File: config.mk
export PLATFORM = sky130hd
export DESIGN_NAME = scmp_bus_if_flat
export DESIGN_NICKNAME = d
export VERILOG_FILES = /design/src/rtl/scmp_bus_if_if.sv /design/src/rtl/scmp_bus_if.sv /design/src/flat_wrapper.sv
export SDC_FILE = /design/constraint.sdc
export NUM_CORES = 1
export LEC_CHECK = 0
export ABC_AREA = 1
export CAP_MARGIN = 10
export CORE_UTILIZATION = 25
export CTS_CLUSTER_DIAMETER = 60
export CTS_CLUSTER_SIZE = 14
export DETAILED_ROUTE_END_ITERATION = 10
export MAX_ROUTING_LAYER = met4
export PLACE_DENSITY = 0.47
export SLEW_MARGIN = 10
export SYNTH_ARGS = -nofsm -noshare
export SYNTH_HDL_FRONTEND = slang
export SYNTH_SLANG_ARGS = --single-unit
File: constraint.sdc
create_clock -name clk -period 1.8 [get_ports clk]
set_input_delay 0.18 -clock clk [delete_from_list [all_inputs] [get_ports clk]]
set_output_delay 0.18 -clock clk [all_outputs]
set_load 0.02 [all_outputs]
File: src/rtl/scmp_bus_if_if.sv
// Synchronous req/ack memory port carried by the SC/MP bus interface.
// master = bus interface side, slave = memory side.
interface scmp_bus_if_if;
  logic [15:0] mem_addr;
  logic [7:0]  mem_wdata;
  logic [7:0]  mem_rdata;
  logic        mem_req;
  logic        mem_we;
  logic        mem_ack;

  modport master (
    output mem_addr, mem_wdata, mem_req, mem_we,
    input  mem_rdata, mem_ack
  );

  modport slave (
    input  mem_addr, mem_wdata, mem_req, mem_we,
    output mem_rdata, mem_ack
  );
endinterface

File: src/rtl/scmp_bus_if.sv
// SC/MP multiplexed-bus demux and req/ack transaction engine with core stall.
// Optional halt support is compiled in with the SCMP_BUS_HALT_EN macro.
module scmp_bus_if #(
  parameter int unsigned TIMEOUT   = 255,
  parameter logic [7:0]  ERR_RDATA = 8'hFF
) (
  input  logic        clk,
  input  logic        rst_n,
  input  logic [11:0] cpu_addr,
  input  logic [7:0]  cpu_D_o,
  output logic [7:0]  cpu_D_i,
  input  logic        cpu_ADS_n,
  input  logic        cpu_RD_n,
  input  logic        cpu_WR_n,
  output logic        cpu_hold,
  scmp_bus_if_if.master mem,
  output logic [3:0]  cyc_flags,
  output logic        bus_err,
  output logic        halted,
  input  logic        cont_i
);

  typedef enum logic [2:0] {IDLE, ADDR, REQ, DONE, HALT} state_e;

  localparam logic [7:0] TO_LOAD = 8'(TIMEOUT);

  state_e      state_q;
  logic [7:0]  cnt_q;
  logic [15:0] addr_q;
  logic [7:0]  wdata_q;
  logic [7:0]  rdata_q;
  logic [3:0]  flags_q;
  logic        req_q;
  logic        we_q;
  logic        err_q;

  logic        rd, wr, ads, strb_idle;
  logic [15:0] addr_d;
  logic [3:0]  flags_d;

  assign rd        = !cpu_RD_n;
  assign wr        = !cpu_WR_n;
  assign ads       = !cpu_ADS_n;
  assign strb_idle = cpu_RD_n && cpu_WR_n;
  // During ADS_n the data bus carries {H,D,I,R,A15..A12}.
  assign addr_d    = {cpu_D_o[3:0], cpu_addr};
  assign flags_d   = cpu_D_o[7:4];

`ifdef SCMP_BUS_HALT_EN
  logic halted_q;
`endif

  always_ff @(posedge clk or negedge rst_n) begin
    if (!rst_n) begin
      state_q  <= IDLE;
      cnt_q    <= '0;
      addr_q   <= '0;
      wdata_q  <= '0;
      rdata_q  <= '0;
      flags_q  <= '0;
      req_q    <= 1'b0;
      we_q     <= 1'b0;
      err_q    <= 1'b0;
`ifdef SCMP_BUS_HALT_EN
      halted_q <= 1'b0;
`endif
    end else begin
      err_q <= 1'b0;
      case (state_q)
        IDLE: begin
          if (ads) begin
            addr_q  <= addr_d;
            flags_q <= flags_d;
            state_q <= ADDR;
          end
        end
        ADDR: begin
          if (rd || wr) begin
            // Read wins when both strobes are low.
            req_q   <= 1'b1;
            we_q    <= !rd;
            cnt_q   <= TO_LOAD;
            state_q <= REQ;
            if (!rd) wdata_q <= cpu_D_o;
          end else if (ads) begin
            addr_q  <= addr_d;
            flags_q <= flags_d;
          end
        end
        REQ: begin
          if (mem.mem_ack) begin
            req_q   <= 1'b0;
            state_q <= DONE;
            if (!we_q) rdata_q <= mem.mem_rdata;
          end else if (cnt_q == 8'd0) begin
            req_q   <= 1'b0;
            err_q   <= 1'b1;
            state_q <= DONE;
            if (!we_q) rdata_q <= ERR_RDATA;
          end else begin
            cnt_q <= cnt_q - 8'd1;
          end
        end
        DONE: begin
          if (strb_idle) begin
`ifdef SCMP_BUS_HALT_EN
            if (flags_q[3]) begin
              state_q  <= HALT;
              halted_q <= 1'b1;
            end else
`endif
            if (ads) begin
              addr_q  <= addr_d;
              flags_q <= flags_d;
              state_q <= ADDR;
            end else begin
              state_q <= IDLE;
            end
          end
        end
        HALT: begin
`ifdef SCMP_BUS_HALT_EN
          if (cont_i) begin
            state_q  <= IDLE;
            halted_q <= 1'b0;
          end
`else
          state_q <= IDLE;
`endif
        end
        default: state_q <= IDLE;
      endcase
    end
  end

  // Combinational so the core stalls in the strobe's very first cycle.
  assign cpu_hold = (state_q == ADDR && (rd || wr)) || state_q == REQ || state_q == HALT;

  assign cpu_D_i       = rdata_q;
  assign cyc_flags     = flags_q;
  assign bus_err       = err_q;
  assign mem.mem_addr  = addr_q;
  assign mem.mem_wdata = wdata_q;
  assign mem.mem_req   = req_q;
  assign mem.mem_we    = we_q;

`ifdef SCMP_BUS_HALT_EN
  assign halted = halted_q;
`else
  logic unused_cont;
  assign unused_cont = cont_i;
  assign halted      = 1'b0;
`endif

endmodule
File: src/flat_wrapper.sv
// flat-port wrapper written by rule: the top's interface ports become plain ports
module scmp_bus_if_flat 
#(
  parameter int unsigned TIMEOUT   = 255,
  parameter logic [7:0]  ERR_RDATA = 8'hFF
)
  (clk, rst_n, cpu_addr, cpu_D_o, cpu_D_i, cpu_ADS_n, cpu_RD_n, cpu_WR_n, cpu_hold, cyc_flags, bus_err, halted, cont_i, mem_mem_addr, mem_mem_wdata, mem_mem_req, mem_mem_we, mem_mem_rdata, mem_mem_ack);
  scmp_bus_if_if mem_i ();
  input  logic clk;
  input  logic rst_n;
  input  logic [11:0] cpu_addr;
  input  logic [7:0] cpu_D_o;
  output logic [7:0] cpu_D_i;
  input  logic cpu_ADS_n;
  input  logic cpu_RD_n;
  input  logic cpu_WR_n;
  output logic cpu_hold;
  output logic [3:0] cyc_flags;
  output logic bus_err;
  output logic halted;
  input  logic cont_i;
  output wire logic [$bits(mem_i.mem_addr)-1:0] mem_mem_addr;
  output wire logic [$bits(mem_i.mem_wdata)-1:0] mem_mem_wdata;
  output wire logic [$bits(mem_i.mem_req)-1:0] mem_mem_req;
  output wire logic [$bits(mem_i.mem_we)-1:0] mem_mem_we;
  input wire logic [$bits(mem_i.mem_rdata)-1:0] mem_mem_rdata;
  input wire logic [$bits(mem_i.mem_ack)-1:0] mem_mem_ack;
  assign mem_mem_addr = mem_i.mem_addr;
  assign mem_mem_wdata = mem_i.mem_wdata;
  assign mem_mem_req = mem_i.mem_req;
  assign mem_mem_we = mem_i.mem_we;
  assign mem_i.mem_rdata = mem_mem_rdata;
  assign mem_i.mem_ack = mem_mem_ack;
  scmp_bus_if #(.TIMEOUT(TIMEOUT), .ERR_RDATA(ERR_RDATA)) u_core (.clk(clk), .rst_n(rst_n), .cpu_addr(cpu_addr), .cpu_D_o(cpu_D_o), .cpu_D_i(cpu_D_i), .cpu_ADS_n(cpu_ADS_n), .cpu_RD_n(cpu_RD_n), .cpu_WR_n(cpu_WR_n), .cpu_hold(cpu_hold), .mem(mem_i), .cyc_flags(cyc_flags), .bus_err(bus_err), .halted(halted), .cont_i(cont_i));
endmodule
== Word-level counts from Yosys, hierarchy flattened ==
Cells that the tools add are included.
Storage, ports and cells
  input port bits: 35
  flip-flop bits (word level): 50
Operators by class
  mux-type cells: 30
  $add $sub $neg: 1
  equal/unequal tests: 11
  reductions and logical operators: 19
  bitwise logic cells: 1
Operators by type and width (count)
  $mux W8: 7
  $mux W16: 3
  $pmux W16 S3: 1
  $pmux W8 S2: 1
  $mux W3: 5
  $mux W4: 3
  $pmux W3 S4: 1
  $pmux W4 S3: 1
  $reduce_and A3 Y1: 4
  $logic_not A8 Y1: 1
  $ne A2 B2 Y1 const B: 4
  $reduce_and A4 Y1: 2
  $sub A8 B1 Y8 const B: 1
  $mux W1: 7
  $eq A3 B2 Y1 const B: 2
  $ne A2 B1 Y1 const B: 2
  $reduce_bool A2 Y1: 2
  $eq A3 B1 Y1 const B: 1
  $eq A3 B3 Y1 const B: 1
  $logic_not A3 Y1: 1
  $logic_or A1 B1 Y1: 3
  $ne A3 B2 Y1 const B: 1
  $reduce_bool A3 Y1: 1
  $logic_and A1 B1 Y1: 2
  4 further kinds: 5

== Longest topological paths before layout ==
  depth in word-level cells: 5
  mapped depth: 10
  depth with buffers taken out: 9

== Least setup slack after synthesis ==
Ideal clock, no wire load.
  path type: reg2reg
  start point: register u_core.state_q[0]
  end point: register u_core.cnt_q[0]
  data required time: 1675 ps
  stages on the path, launching flop included: 9
  path buffers: 1
  library setup time: 125 ps
  period minus slack after synthesis: 1514 ps
  data arrival time: 1388 ps
  slack: 286 ps
  path through: dfrtp_1 inv_1 ha_1 buf_2 inv_1 nand2_1 nand2_1 o21ai_0 o21ai_1
Between the ends
  longest elaborated chain between the ends: 3
  elaborated cells on any way between the ends: 8
  classes of those cells: eq/ne (5); mux (1); reduce/logical (2)
RTL lines
  from (decl): RTL line scmp_bus_if.sv:27  | state_e state_q;
  from (signal assigned): RTL line scmp_bus_if.sv:55  | state_q <= IDLE;
  from (signal assigned): RTL line scmp_bus_if.sv:74  | state_q <= ADDR;
  from (signal assigned): RTL line scmp_bus_if.sv:83  | state_q <= REQ;
  $eq A3 B2 Y1 or $eq A3 B1 Y1 (tied branches): RTL line scmp_bus_if.sv:69  | case (state_q)
  $ne A2 B2 Y1 (no source line) (tied with other cells)
  $reduce_and A4 Y1 (no source line)
  to (signal assigned): RTL line scmp_bus_if.sv:101  | cnt_q <= cnt_q - 8'd1;
  to (decl): RTL line scmp_bus_if.sv:28  | logic [7:0] cnt_q;
Several ways; a longest one is shown, not always the timed one.
A chain may end at the register's enable or synchronous reset.

== Worst setup path in the final report ==
  start point: register u_core.state_q[1]
  end point: register u_core.cnt_q[2]
The elaborated chain is that of the path after synthesis.

==> key figures <==
Yosys
  • Yosys warns: 0
  • Syn Nets: 333
  • Post-Syn Area per Cell: 8.126 um2
  • Area of the mapped netlist: 0.002365 mm2
  • Gate Count Post-Synth: 291
  • Synth area leaders: dfrtp_1 52%, nand2_1 16%, o21ai_0 7.4%
  • Flops & latches, synth: 49
  • Seq/Total Area, Yosys: 0.5185
  • Synth area leader: dfrtp_1
  • Post-synth top area share: 0.5185
  • Netlist cell types: 26

Status
  • Status: complete, no violations

Die
  • Die area: 0.009852 mm2
  • FP Rows: 35
  • Core area: 0.009196 mm2
  • Initial core utilization: 0.2571
  • # IOs: 76
  • Die Wd: 99.26 um
  • Chip height: 99.26 um

Place
  • Global placement routability congestion: 0.7577
  • DP Wirelength: 3779 um
  • Port Buf Inserts: 73

Flow run
  • Max-Cap Viols: 0

Final layout
  • # fillers: 986
  • Layout Area Growth over Synthesis: 43.81%
  • # diodes: 0
  • Fin nets: 411
  • Ratio of cells with drive above 1 in the final layout: 0.07027
  • Layout Utilization: 0.3698

Timing
  • Setup tns final: 0 ns
  • Final min period: 1.625 ns
  • RSZ-0062 raised after global routing: yes
  • Fmax: 0.6154 GHz
  • Final critical-path share of the clock period: 0.9027
  • Max Slew Vio Count: 0
  • Final setup fails: 0
  • Final Hold Vio Count: 0
  • Setup Skew: 0.005091 ns

Setup path
  • Crit path capture type: register
  • CP required: 1.99 ns
  • Crit-path max cell delay: 0.44 ns
  • Worst path bufs/invs: 1
  • Most used cell, CP: nand2_1
  • Crit path launch: u_core.state_q[1]
  • Crit path max fanout: 11
  • CP max-delay cell: dfrtp_1
  • R2r startpoint: u_core.state_q[1]
  • Worst setup SP type: register
  • Worst-path cell chain: inv_1 > ha_1 > nand2_1 > nand2_1 > nand3_2 > nand2_1 > o21ai_1
  • Critical path class: register to register
  • Reg2reg setup slack: 0.18 ns
  • Largest delay share family, worst path: simple AND/OR/NAND/NOR gates
  • CP arrival: 1.82 ns

Route
  • Via count: 2040
  • DR pass1 iterations: 4
  • DR WL met2: 2495 um
  • Met3 routed WL: 259 um
  • Routed Antenna Nets: 0
  • Routed wire length per instance: 11.11 um
  • Drt via density: 4.241
  • DRT Wirelength: 5345 um
  • Drc violations: 0
  • Met1 WL: 2542 um
  • Drt first-iter violations: 55
  • Top Layer Used: met4

Clock network
  • Reg clk slew, reported paths: 0.10 ns
  • Clk buf depth: 2
  • Root Driver: clkbuf_8
  • CTS sink cnt: 49
  • Depth of the CTS H-tree: 2
  • Num CTS Buffers: 5
  • Worst-skew pair later-pin latency: 0.30 ns
  • CTS tree: done

Global route
  • All-Layer GR Usage: 0.1224
  • Largest net degree at the start of global routing: 41
  • Vias in the first global route: 2010
  • First-pass GRT wire length: 9384 um
  • Initial antenna violation count: 0
  • Global route overflow: 0

Pwr
  • Power Density: 1772 mW/mm2
  • Max IR drop VDD: 0.6209 mV
  • Overall Power: 6028 uW
  • Leak: 0.001686 uW

Hold path
  • HP Class: input pin to async pin
==> synthesized netlist by cell type, drive strengths merged <==
cell and count:
nand2 100, buf 3, o21ai 38, clkbuf 7, nand4 11, ha 7, xor2 1, inv 44
nand3b 2, nand3 11, conb 1, dfrtp 49, nor4 1, clkinv 1, nor2 14, o21bai 1
==> kinds of logic after synthesis <==
| group | share of synthesized area |
|---|---|
| AOI/OAI and AO/OA | 0.08995 |
| xor gates and xnor gates | 0.003704 |
| adders and majority gates | 0.03704 |
| buffers and inverters | 0.09311 |
| DFF | 0.5185 |
| other | 0.001586 |
| and+or+nand+nor | 0.2561 |
==> state kept, by name, indices dropped and copies added, names as in the netlist <==
register,flops
u_core.mem.mem_wdata,8
u_core.bus_err,1
u_core.cnt_q,8
u_core.mem.mem_we,1
u_core.cpu_D_i,8
u_core.mem.mem_addr,16
u_core.cyc_flags,4
u_core.state_q,2
u_core.mem.mem_req,1
==> per-layer routing <==
metal,global-route usage,vias up
li1,-,1056
met3,0.02811,5
met1,0.1526,927
met4,0.03733,0
met2,0.1976,52
met5,-,-
==> through the flow <==
step / hold slack [ns] / area, um2 / cells / worst slack, ns
finish: 0.3611 / 3401 / 481 / 0.1751
global route: 0.4031 / 3401 / 481 / 0.001664
CTS: 0.3806 / 3403 / 481 / 0.02029
detailed placement: 0.1725 / 3256 / 472 / 0.05756
global placement: 0.1749 / 3256 / 472 / 0.05375
floorplan: -0.1156 / 2365 / 291 / 0.2863
==> path summary, 6_finish.rpt <==
path / end / cells past startpoint
hold reg to reg: u_core.cpu_D_i[7] / 2
setup / recovery: u_core.cnt_q[2] / 7
hold / removal: u_core.cnt_q[3] / 2
setup reg to reg: u_core.cnt_q[2] / 7
min in group clk: u_core.mem.mem_addr[4] / 3
max in group asynchronous: u_core.mem.mem_wdata[6] / 3
==> repair_timing <==
action	4_1_cts	5_1_grt
resized for setup	2	2
buffers inserted	0	0
endpoints found under the hold margin	18	0
hold buffers	1	0
endpoints found under the setup margin	1	2
pin swaps	0	0
==> final cells by class <==
type	count	area, um2	share of cell area
Clock buffer	5	68.82	0.02024
Tap cell	111	138.9	0.04084
Timing Repair Buffer	81	808.3	0.2377
Sequential cell	49	1226	0.3606
Clock inverter	3	68.82	0.02024
Multi-Input combinational cell	187	920.9	0.2708
Inverter	45	168.9	0.04967
==> placed cells by master (no fill, tap or decap), types with 2 or more instances in the layout <==
| cell | count |
|---|---|
| clkdlybuf4s50_1 | 71 |
| nor2_1 | 13 |
| ha_1 | 6 |
| clkbuf_8 | 5 |
| buf_4 | 5 |
| nand4_1 | 11 |
| o21ai_0 | 35 |
| nand2_1 | 99 |
| buf_12 | 2 |
| nand3_2 | 2 |
| dfrtp_1 | 49 |
| nand3_1 | 8 |
| o21ai_1 | 2 |
| nand3b_1 | 2 |
| bufinv_16 | 2 |
| inv_1 | 43 |
==> where the power goes <==
| group | total [uW] | internal (uW) | switching (uW) |
|---|---|---|---|
| clock | 962 | 560 | 402 |
| sequential | 1980 | 1640 | 344 |
| combinational | 3080 | 1340 | 1750 |
(Power assumes the default switching activity.)
